===== src/rtl/signal_encode.sv =====
// Run-length line encoder: each word bit is sent as bit_len samples at its level.
// Optional even-parity bit after the data when SIGNAL_ENCODE_PARITY_EN is defined.
module signal_encode #(
    parameter int DATA_W    = 8,
    parameter int CNT_W     = 10,
    parameter int MSB_FIRST = 1
) (
    input  logic              i_clk,
    input  logic              i_rst_n,
    input  logic              i_vld,
    input  logic [DATA_W-1:0] i_data,
    output logic              o_rdy,
    input  logic [CNT_W-1:0]  i_bit_len,
    input  logic [CNT_W-1:0]  i_gap_len,
    input  logic              i_tick,
    output logic              o_vld,
    output logic              o_vld_data,
    output logic              o_busy,
    output logic              o_done
);

    localparam int IDX_W = (DATA_W > 1) ? $clog2(DATA_W) : 1;

    typedef enum logic [1:0] {IDLE, DATA, PAR, GAP} state_t;

    state_t            state;
    state_t            state_nx;
    logic [DATA_W-1:0] shreg;
    logic [CNT_W-1:0]  bit_len;
    logic [CNT_W-1:0]  gap_len;
    logic [CNT_W-1:0]  tick_cnt;
    logic [CNT_W-1:0]  gap_cnt;
    logic [IDX_W-1:0]  bit_idx;
    logic              accept;
    logic              bit_end;
    logic              last_bit;
    logic              gap_end;
    logic              level;
    logic              in_bit;
    logic              vld_nx;
    logic              lvl_nx;
    logic              done_nx;
`ifdef SIGNAL_ENCODE_PARITY_EN
    logic              parity;
`endif

    assign accept   = (state == IDLE) & i_vld;
    assign bit_end  = i_tick & (tick_cnt == bit_len - CNT_W'(1));
    assign last_bit = (bit_idx == IDX_W'(DATA_W - 1));
    assign gap_end  = (gap_cnt == gap_len);
    assign in_bit   = (state == DATA) | (state == PAR);
    assign o_rdy    = i_rst_n & (state == IDLE);
    assign o_busy   = (state != IDLE);

`ifdef SIGNAL_ENCODE_PARITY_EN
    assign level = (state == PAR) ? parity
                 : ((MSB_FIRST != 0) ? shreg[DATA_W-1] : shreg[0]);
`else
    assign level = (MSB_FIRST != 0) ? shreg[DATA_W-1] : shreg[0];
`endif

    always_ff @(posedge i_clk or negedge i_rst_n) begin
        if (!i_rst_n) state <= IDLE;
        else          state <= state_nx;
    end

    always_comb begin
        state_nx = state;
        unique case (state)
            IDLE: if (accept) state_nx = DATA;
            DATA: begin
                if (bit_end && last_bit) begin
`ifdef SIGNAL_ENCODE_PARITY_EN
                    state_nx = PAR;
`else
                    state_nx = GAP;
`endif
                end
            end
`ifdef SIGNAL_ENCODE_PARITY_EN
            PAR:  if (bit_end) state_nx = GAP;
`else
            PAR:  state_nx = IDLE;
`endif
            GAP:  if (gap_end) state_nx = IDLE;
            default: state_nx = IDLE;
        endcase
    end

    // o_vld_data holds its level between ticks inside a bit run
    always_comb begin
        vld_nx  = 1'b0;
        lvl_nx  = 1'b0;
        done_nx = 1'b0;
        if (in_bit) begin
            vld_nx = i_tick;
            lvl_nx = i_tick ? level : o_vld_data;
        end
        if (state == GAP) done_nx = gap_end;
    end

    always_ff @(posedge i_clk or negedge i_rst_n) begin
        if (!i_rst_n) begin
            o_vld      <= 1'b0;
            o_vld_data <= 1'b0;
            o_done     <= 1'b0;
            shreg      <= '0;
            bit_len    <= '0;
            gap_len    <= '0;
            tick_cnt   <= '0;
            gap_cnt    <= '0;
            bit_idx    <= '0;
`ifdef SIGNAL_ENCODE_PARITY_EN
            parity     <= 1'b0;
`endif
        end else begin
            o_vld      <= vld_nx;
            o_vld_data <= lvl_nx;
            o_done     <= done_nx;
            if (accept) begin
                shreg    <= i_data;
                bit_len  <= (i_bit_len == '0) ? CNT_W'(1) : i_bit_len;
                gap_len  <= i_gap_len;
                tick_cnt <= '0;
                gap_cnt  <= '0;
                bit_idx  <= '0;
`ifdef SIGNAL_ENCODE_PARITY_EN
                parity   <= ^i_data;
`endif
            end
            if (in_bit && i_tick) begin
                if (bit_end) begin
                    tick_cnt <= '0;
                    if (state == DATA) begin
                        shreg   <= (MSB_FIRST != 0)
                                 ? {shreg[DATA_W-2:0], 1'b0}
                                 : {1'b0, shreg[DATA_W-1:1]};
                        bit_idx <= last_bit ? '0 : bit_idx + IDX_W'(1);
                    end
                end else begin
                    tick_cnt <= tick_cnt + CNT_W'(1);
                end
            end
            if ((state == GAP) && !gap_end && i_tick)
                gap_cnt <= gap_cnt + CNT_W'(1);
        end
    end

endmodule


===== config.mk =====
export PLATFORM = sky130hd
export DESIGN_NAME = signal_encode
export DESIGN_NICKNAME = d
export VERILOG_FILES = /design/src/rtl/signal_encode.sv
export SDC_FILE = /design/constraint.sdc
export NUM_CORES = 1
export LEC_CHECK = 0
export BUFFER_PORTS_ARGS = -buffer_cell sky130_fd_sc_hd__buf_2
export CAP_MARGIN = 40
export CELL_PAD_IN_SITES_DETAIL_PLACEMENT = 1
export CELL_PAD_IN_SITES_GLOBAL_PLACEMENT = 2
export CORE_MARGIN = 8
export CORE_UTILIZATION = 39
export CTS_BUF_LIST = sky130_fd_sc_hd__clkbuf_8
export DETAILED_ROUTE_END_ITERATION = 10
export GPL_TIMING_DRIVEN = 0
export PLACE_DENSITY_LB_ADDON = 0.1
export SYNTH_ARGS = -nofsm -noshare
export SYNTH_HDL_FRONTEND = slang
export SYNTH_SLANG_ARGS = --single-unit

===== constraint.sdc =====
create_clock -name i_clk -period 3.9 [get_ports i_clk]
set_clock_uncertainty 0.1 [all_clocks]
set_input_delay 0.195 -clock i_clk [delete_from_list [all_inputs] [get_ports i_clk]]
set_output_delay 0.195 -clock i_clk [all_outputs]
set_load 0.01 [all_outputs]

==> flow_metrics.py <==
metrics = {
    "timing": {
        "fmax_mhz": 320.6,
        "setup_viol": 0,
        "tightest_slew_ns": 0.7410,
        "period_share": 0.7998,
        "finalSetupTns_ns": 0,
        "hold_viol": 0,
        "layout_setup_ws_ns": 0.7807,
        "grt_setup_unrepaired": "false",
        "period_needed_ns": 3.119,
        "slew_viol_final": 0,
        "max_slew_margin": 0.5060,
    },
    "synthesis": {
        "syn_area_sq_um": 3110,
        "synth_ff_type": "dfrtp_1",
        "syn-num-nets": 333,
        "ys_types": 51,
        "ys_seq_area_frac": 0.4505,
        "ys_ff_latch": 56,
        "synth_area_leaders": "dfrtp_1 45%, mux2_2 9.8%, xor2_1 4.8%",
        "synthCells": 292,
        "synth.largest_area_cell": "dfrtp_1",
        "synth_top_area_share": 0.4505,
        "avgSynthCellArea_sq_um": 10.65,
        "synth_edf_count": 0,
        "ys_warn_count": 0,
        "async_reset_ff_frac": 1.000,
    },
    "global_route": {
        "globalRouteTotalUtil": 0.1392,
        "grt_pass1_wl_mm": 12.68,
        "grt_max_degree": 32,
        "grt_pass1_vias": 2509,
        "antenna_found_initial": 0,
        "grt_overflow": 0,
    },
    "clock_network": {
        "cts_tree": "done",
        "cts-htree-levels": 2,
        "insertion_delay_ns": 0.31,
        "clk_path_buf_depth": 2,
        "root_buffer": "clkbuf_8",
        "cts.repair.resized": 0,
        "path_clk_slew_ns": 0.10,
        "numCtsBuffers": 5,
        "clock-sinks": 56,
    },
    "routing": {
        "viasPerCell": 5.131,
        "firstDrtPassIters": 3,
        "drt-total-wl_mm": 7.379,
        "ant_nets": 0,
        "wire_per_inst_um": 16.69,
        "vias": 2268,
        "drtIter0Drc": 23,
        "drcViolationCount": 0,
    },
    "placed_design": {
        "portBuffers": 35,
        "dpl.hpwl_mm": 5.370,
        "post-place-ws_ns": 0.7885,
        "gp_congestion": 0.7554,
    },
    "critical_path": {
        "critPathMaxFanout": 10,
        "criticalPathCategory": "reg -> reg",
        "cp-end-kind": "flip-flop",
        "startpoint_type": "flip-flop",
        "worst-r2r-setup-slack_ns": 0.78,
        "required_ns": 4.00,
        "arrival_ns": 3.22,
    },
    "outcome": {
        "outcome": "finished, final reports clean",
    },
    "floorplanning": {
        "die_x_um": 105.3,
        "row_count": 32,
        "core-area_sq_um": 7727,
        "chipHeight_um": 105.3,
        "ios": 37,
        "die_area_sq_um": 11090,
        "start_util": 0.4025,
    },
    "power_and_ir_drop": {
        "power_mw": 1.119,
        "p_per_area_nw_per_um2": 314.1,
        "ir_drop_mv": 0.1561,
        "leakagePower_nw": 1.812,
    },
    "cells_and_area": {
        "antenna_cells": 0,
        "num-fill-cells": 865,
        "final_cell_mix": "56 x dfrtp_1, 36 x buf_2, 27 x mux2_2",
        "final_common_cell": "dfrtp_1",
        "drive_gt1_frac": 0.2529,
        "nets": 380,
        "area_growth_pct": 14.56,
    },
    "min_path": {
        "hp-class": "in -> reg",
    },
    "flow_run": {
        "drv_cap": 0,
    },
}
through the flow:
stage / instance area (sq um) / util / hold WS (ns) / std cells
final: 3563 / 0.4611 / 0.01033 / 442
after global routing: 3563 / 0.4611 / 0.005844 / 442
after CTS: 3563 / 0.4611 / 0.003059 / 442
after detailed placement: 3433 / 0.4443 / 0.2075 / 430
after global placement: 3413 / 0.4417 / 0.3260 / 429
after floorplan: 3110 / - / -0.2006 / 292
final cells by class:
class	instances	area, sq um	area share
multi-input combinational	214	1610	0.4519
timing repair buffer	40	235.2	0.06601
clock inverter	2	7.507	0.002107
buffer	10	53.80	0.01510
sequential	56	1401	0.3933
tap	102	127.6	0.03581
inverter	12	45.04	0.01264
clock buffer	6	82.58	0.02317
cell families (layout without fill, tap and decap cells):
family	Yosys count	after routing	synth area share
AO/OA/AOI/OAI	42	42	0.08770
multiplexers	39	39	0.1464
AND/OR/NAND/NOR	94	94	0.1629
XOR/XNOR	30	30	0.08447
adder cells (fa/ha/maj)	9	9	0.03620
buffers and inverters	22	70	0.03178
flip-flops	56	56	0.4505
power breakdown:
part / internal [mW] / total, mW / leakage [nW] / switching, mW
clock network: 0.141 / 0.331 / 0.0538 / 0.190
registers: 0.604 / 0.636 / 0.757 / 0.0315
logic: 0.0728 / 0.152 / 1.00 / 0.0796
total: 0.818 / 1.12 / 1.81 / 0.301
worst max-delay path: stages (launching register included):
cell and delay [ns]:
dfrtp_1 0.44, inv_1 0.08, ha_1 0.19, buf_2 0.19
or2b_1 0.26, a311o_1 0.33, a221o_1 0.36, a211oi_4 0.40
nand3_2 0.17, buf_6 0.19, mux2_4 0.30
per-layer routing:
layer | GRT usage | vias to the layer above | share of wire | routed length [um]
met5 | 0 | - | 0 | 0
met4 | 0.04077 | 0 | 0.014 | 102
li1 | - | 1112 | - | -
met1 | 0.1680 | 1130 | 0.46 | 3425
met3 | 0.02192 | 10 | 0.017 | 126
met2 | 0.2482 | 16 | 0.50 | 3725
flip-flops by register name, summed over array words and instances, names as in the netlist:
name        cells
tick_cnt       10
shreg           8
gap_cnt        10
bit_len        10
o_vld_data      1
gap_len        10
bit_idx         3
state           2
o_done          1
o_vld           1
cells in the mapped netlist, types with 7 or more instances:
master and count:
and3_1 7, nand3_1 13, inv_1 11, ha_1 9, xnor2_1 13, mux2_2 27
nor2_1 23, nand2_1 16, dfrtp_1 56, o21ai_0 20, nand4_1 8, clkbuf_1 7
xor2_1 17
final timing paths:
path	from	end	cells past startpoint
min	i_gap_len[9]	gap_len[9]	2
max in group asynchronous	i_rst_n	bit_idx[2]	3
max reg2reg	bit_len[0]	shreg[5]	10
min in group asynchronous	i_rst_n	o_vld	2
max	bit_len[0]	shreg[5]	10
min reg2reg	shreg[6]	shreg[7]	1
what timing repair did:
action	4_1_cts	5_1_grt
setup buffers	0	0
hold endpoints to repair	33	0
hold buffers	4	0
(Power assumes the default switching activity.)
